[config.mk]
export PLATFORM = sky130hd
export DESIGN_NAME = seq_multiplier
export DESIGN_NICKNAME = d
export VERILOG_FILES = /design/src/rtl/seq_multiplier.sv
export SDC_FILE = /design/constraint.sdc
export NUM_CORES = 1
export LEC_CHECK = 0
export ABC_AREA = 1
export CORE_ASPECT_RATIO = 1.75
export CORE_MARGIN = 5
export CORE_UTILIZATION = 59
export DETAILED_ROUTE_END_ITERATION = 10
export PLACE_DENSITY = 0.82
export SLEW_MARGIN = 30
export SYNTH_ARGS = -nofsm -noshare
export SYNTH_HDL_FRONTEND = slang
export SYNTH_SLANG_ARGS = --single-unit
[constraint.sdc]
create_clock -name clk -period 3.37 [get_ports clk]
set_clock_uncertainty 0.1 [all_clocks]
set_input_delay 0.674 -clock clk [delete_from_list [all_inputs] [get_ports clk]]
set_output_delay 0.674 -clock clk [all_outputs]
set_load 0.005 [all_outputs]
[src/rtl/seq_multiplier.sv]
// Multi-cycle NxN radix-2 shift-add multiplier with signed/unsigned modes,
// full 2N-bit product, ALU-style z/c/v/n flags and valid/ready handshakes.
module seq_multiplier #(
  parameter int N = 32
) (
  input  logic         clk,
  input  logic         rst,
  input  logic         in_valid,
  output logic         in_ready,
  input  logic [N-1:0] a,
  input  logic [N-1:0] b,
  input  logic         is_signed,
  output logic         out_valid,
  input  logic         out_ready,
  output logic [N-1:0] result_lo,
  output logic [N-1:0] result_hi,
  output logic         z_flag,
  output logic         c_flag,
  output logic         v_flag,
  output logic         n_flag,
  output logic [1:0]   dbg_state
);

  // Handshake: a transfer happens on a rising edge where valid and ready are
  // both high; ready/valid are decoded from registered state only.

  localparam int CW = $clog2(N + 1);

  typedef enum logic [1:0] {
    IDLE = 2'd0,
    CALC = 2'd1,
    FIX  = 2'd2,
    DONE = 2'd3
  } state_t;

  state_t           r_state;
  logic [N-1:0]     r_mcand;
  logic [N-1:0]     r_mplier;
  logic [2*N-1:0]   r_acc;
  logic [CW-1:0]    r_cnt;
  logic             r_neg;
  logic             r_signed;

  logic [N-1:0]     w_mag_a;
  logic [N-1:0]     w_mag_b;
  logic [N:0]       w_sum;
  logic [2*N-1:0]   w_acc_next;
  logic [2*N-1:0]   w_prod;
  logic [N-1:0]     w_prod_lo;
  logic [N-1:0]     w_prod_hi;

  // Magnitudes stay N-bit unsigned, so the most negative operand maps to 2^(N-1).
  assign w_mag_a = (is_signed && a[N-1]) ? (~a + N'(1)) : a;
  assign w_mag_b = (is_signed && b[N-1]) ? (~b + N'(1)) : b;

  assign w_sum      = {1'b0, r_acc[2*N-1:N]} + {1'b0, r_mcand};
  assign w_acc_next = r_mplier[0] ? {w_sum, r_acc[N-1:1]} : {1'b0, r_acc[2*N-1:1]};
  assign w_prod     = r_neg ? (~r_acc + (2*N)'(1)) : r_acc;
  assign w_prod_lo  = w_prod[N-1:0];
  assign w_prod_hi  = w_prod[2*N-1:N];

  assign in_ready  = (r_state == IDLE);
  assign out_valid = (r_state == DONE);
  assign dbg_state = r_state;

  always_ff @(posedge clk or negedge rst) begin
    if (!rst) begin
      r_state   <= IDLE;
      r_mcand   <= '0;
      r_mplier  <= '0;
      r_acc     <= '0;
      r_cnt     <= '0;
      r_neg     <= 1'b0;
      r_signed  <= 1'b0;
      result_lo <= '0;
      result_hi <= '0;
      z_flag    <= 1'b0;
      c_flag    <= 1'b0;
      v_flag    <= 1'b0;
      n_flag    <= 1'b0;
    end else begin
      case (r_state)
        IDLE: begin
          if (in_valid) begin
            r_mcand  <= w_mag_a;
            r_mplier <= w_mag_b;
            r_neg    <= is_signed & (a[N-1] ^ b[N-1]);
            r_signed <= is_signed;
            r_acc    <= '0;
            r_cnt    <= CW'(N);
            r_state  <= CALC;
          end
        end
        CALC: begin
          r_acc    <= w_acc_next;
          r_mplier <= {1'b0, r_mplier[N-1:1]};
          r_cnt    <= r_cnt - CW'(1);
          if (r_cnt == CW'(1)) r_state <= FIX;
        end
        FIX: begin
          result_lo <= w_prod_lo;
          result_hi <= w_prod_hi;
          z_flag    <= (w_prod_lo == '0);
          c_flag    <= ~r_signed & (w_prod_hi != '0);
          v_flag    <= r_signed & (w_prod_hi != {N{w_prod_lo[N-1]}});
          n_flag    <= w_prod_lo[N-1];
          r_state   <= DONE;
        end
        DONE: begin
          if (out_ready) r_state <= IDLE;
        end
        default: r_state <= IDLE;
      endcase
    end
  end

endmodule

==> results.sh <==
export IMPL_crit_buf_inv=3
export IMPL_worstPathRequired_ns=3.68
export IMPL_grt_pass1_wl_um=74420
export IMPL_fin_area_sq_um=16530
export IMPL_vias_per_cell=5.823
export IMPL_drc=0
export IMPL_overflow=0
export IMPL_post_cts_resized=0
export IMPL_postSynthNetCount=2160
export IMPL_hold_viol_final=0
export IMPL_synth_edf_count=0
export IMPL_avgSynthCellArea_sq_um=6.882
export IMPL_p_sw_mw=8.173
export IMPL_wl_um=47130
export IMPL_swShare_pct=51.04
export IMPL_vias=14480
export IMPL_placed_area_sq_um=15800
export IMPL_fillers=2039
export IMPL_ys_flop_type="dfrtp_1"
export IMPL_maxCapViolCount=0
export IMPL_cellInternalPower_mw=7.839
export IMPL_cp_slowest_cell="o21ai_0"
export IMPL_crit_type="reg2reg"
export IMPL_hold_buffers=0
export IMPL_yosysUniqueCellTypes=50
export IMPL_crit_arrival_ns=3.39
export IMPL_layout_drive_gt1_share_pct=6.058
export IMPL_hold_path_class="in2async"
export IMPL_die_h_um=214.5
export IMPL_yosysTopAreaCellShare_pct=36.40
export IMPL_cpMostUsedCell="nand2_1"
export IMPL_fmax_mhz=324.4
export IMPL_start_util_pct=59.37
export IMPL_crit_fanout=6
export IMPL_yosysWarningCount=0
export IMPL_yosysMostFrequentCell="nand2_1"
export IMPL_grt_use_total_pct=34.25
export IMPL_port_buffers=140
export IMPL_critPathTopFamily="compound AO/OA/AOI/OAI gates"
export IMPL_htreeDepth=1
export IMPL_synthArstFlopShare_pct=100.0
export IMPL_grt_setup_unrepaired="no"
export IMPL_clk_path_buf_depth=3
export IMPL_drt_initial_drc_count=939
export IMPL_setup_tns_ns=0
export IMPL_chipWidth_um=126.8
export IMPL_cts_clk_slew_worst_paths_ns=0.07
export IMPL_setup_ws_ns=0.2879
export IMPL_num_antenna_cells=0
export IMPL_setup_viol=0
export IMPL_synthToLayoutAreaGrowth_pct=17.26
export IMPL_synth_seq_area_share_pct=36.40
export IMPL_cts_root_buf="clkbuf_16"
export IMPL_p_leak_nw=8.212
export IMPL_avgRoutedWirePerCell_um=18.95
export IMPL_synth_area_top_cells="dfrtp_1, nand2_1, nor2_1"
export IMPL_end_kind="register"
export IMPL_dieArea_sq_um=27200
export IMPL_drtPass1Iterations=5
export IMPL_period_share_pct=91.46
export IMPL_ant_nets=0
export IMPL_synth_largest_area_cell="dfrtp_1"
export IMPL_synth_common_cells="nand2_1, nor2_1, dfrtp_1, inv_1, o21ai_0"
export IMPL_slew_headroom_pct=35.24
export IMPL_cts_tree="built"
export IMPL_power_density_nw_per_um2=968.9
export IMPL_fp_row_count=75
export IMPL_cts_sinks=205
export IMPL_crit_path_max_incr_delay_ns=0.50
export IMPL_start_kind="register"
export IMPL_power_frac_comb_pct=58.6
export IMPL_ys_ff_latch=205
export IMPL_antenna_found_initial=0
export IMPL_clk_latency_ns=0.52
export IMPL_grt_pass1_vias=14360
export IMPL_finalNetCount=2277
export IMPL_pin_count=141
export IMPL_grt_max_degree=85
export IMPL_worst_slew_pin_transition_ns=0.9704
export IMPL_place_congestion=1.029
export IMPL_dp_slack_ns=0.1958
export IMPL_cts_buffers=21
export IMPL_outcome="finished, final reports clean"
export IMPL_synth_area_sq_um=14090
export IMPL_cp_cell_sequence="ha_1, inv_1, fa_1, inv_1, nand3_1, nand3_1, a21oi_1, inv_1, nand2_1, nand2_1, a21oi_1, o21ai_0, nand2_1, nand3_1, nand2_1, o21ai_1, nand2_1"
export IMPL_syn_inst=2048
export IMPL_place_detailed_hpwl_um=37030
export IMPL_clkPwrFrac_pct=15.6
export IMPL_coreArea_sq_um=23740
export IMPL_cts_setup_buffers=0
export IMPL_fin_crit_ns=3.082
export IMPL_ir_drop_mv=0.6015
export IMPL_power_frac_seq_pct=25.7
export IMPL_finalMaxSlewViolations=0
==> power groups by stage <==
stage | logic [mW] | clock network (mW) | registers [mW]
6_report | 9.39 | 2.51 | 4.12
5_1_grt | 10.4 | 2.61 | 4.18
4_1_cts | 9.20 | 2.52 | 4.08
3_5_place_dp | 9.14 | 0 | 4.11
3_3_place_gp | 9.00 | 0 | 4.09
2_1_floorplan | 6.32 | 0 | 3.78
==> kinds of logic (layout without fill, tap and decap cells) <==
kind of cell               Yosys count  count (layout)  share of synthesized area, %
adders and majority gates           43              43                         3.870
buffers and inverters              262             393                         7.350
AOI/OAI and AO/OA                  424             424                         17.01
xor gates and xnor gates            71              71                         4.412
and+or+nand+nor                   1043            1043                         30.96
DFF                                205             205                         36.40
==> path summary, 6_finish.rpt <==
kind	startpoint	end	slack [ns]	cells after the start
worst max-delay path	r_acc[32]	r_acc[57]	0.29	17
worst min-delay path	rst	result_lo[30]	0.08	1
worst max register to register	r_acc[32]	r_acc[57]	0.29	17
worst min register to register	r_mplier[11]	r_mplier[11]	0.38	2
max in group asynchronous	rst	result_lo[23]	2.28	2
min in group clk	r_mplier[11]	r_mplier[11]	0.38	2
==> through the flow <==
stage	hold WS, ns	power (mW)	std cells	util [%]
3_3_place_gp	0.3632	13.09	2450	66.52
2_1_floorplan	0.2784	10.09	2048	-
3_5_place_dp	0.3664	13.25	2450	66.53
6_report	0.07955	16.01	2487	69.61
5_1_grt	0.1414	17.19	2487	69.61
4_1_cts	0.1011	15.80	2487	69.61
==> placed cells by master (no fill, tap or decap), types with 23 or more instances in the layout <==
| cell | Yosys | routed |
|---|---|---|
| nand2_1 | 559 | 558 |
| nor2_1 | 278 | 278 |
| dfrtp_1 | 205 | 204 |
| inv_1 | 186 | 185 |
| o21ai_0 | 168 | 168 |
| clkdlybuf4s50_1 | 0 | 139 |
| a21oi_1 | 106 | 106 |
| nand3_1 | 97 | 97 |
| xor2_1 | 60 | 60 |
| o22ai_1 | 44 | 44 |
| ha_1 | 42 | 41 |
| o211ai_1 | 29 | 29 |
| a31oi_1 | 23 | 23 |
| buf_4 | 3 | 23 |
==> sequential cells by signal, indices dropped and copies added, names as in the netlist, 2 cells and up <==
register   cells
result_lo     32
r_mplier      32
r_cnt          6
dbg_state      2
r_mcand       32
result_hi     32
r_acc         64
==> layout make-up <==
class                      count  area [sq um]  share of cell area [%]
multi-input combinational   1581          7941                   48.05
sequential                   205          5131                   31.05
timing repair buffer         165          1618                   9.789
inverter                     191         719.4                   4.353
clock buffer                  26         594.3                   3.596
tap                          308         385.4                   2.332
clock inverter                11         137.6                  0.8328
==> layer usage <==
layer  wire (um)  track usage, %
met3        2152           3.091
met5           0               0
met4        4167           24.70
met2       24470           63.17
met1       16340           35.35
No activity file was read; power rests on OpenSTA's default activity.
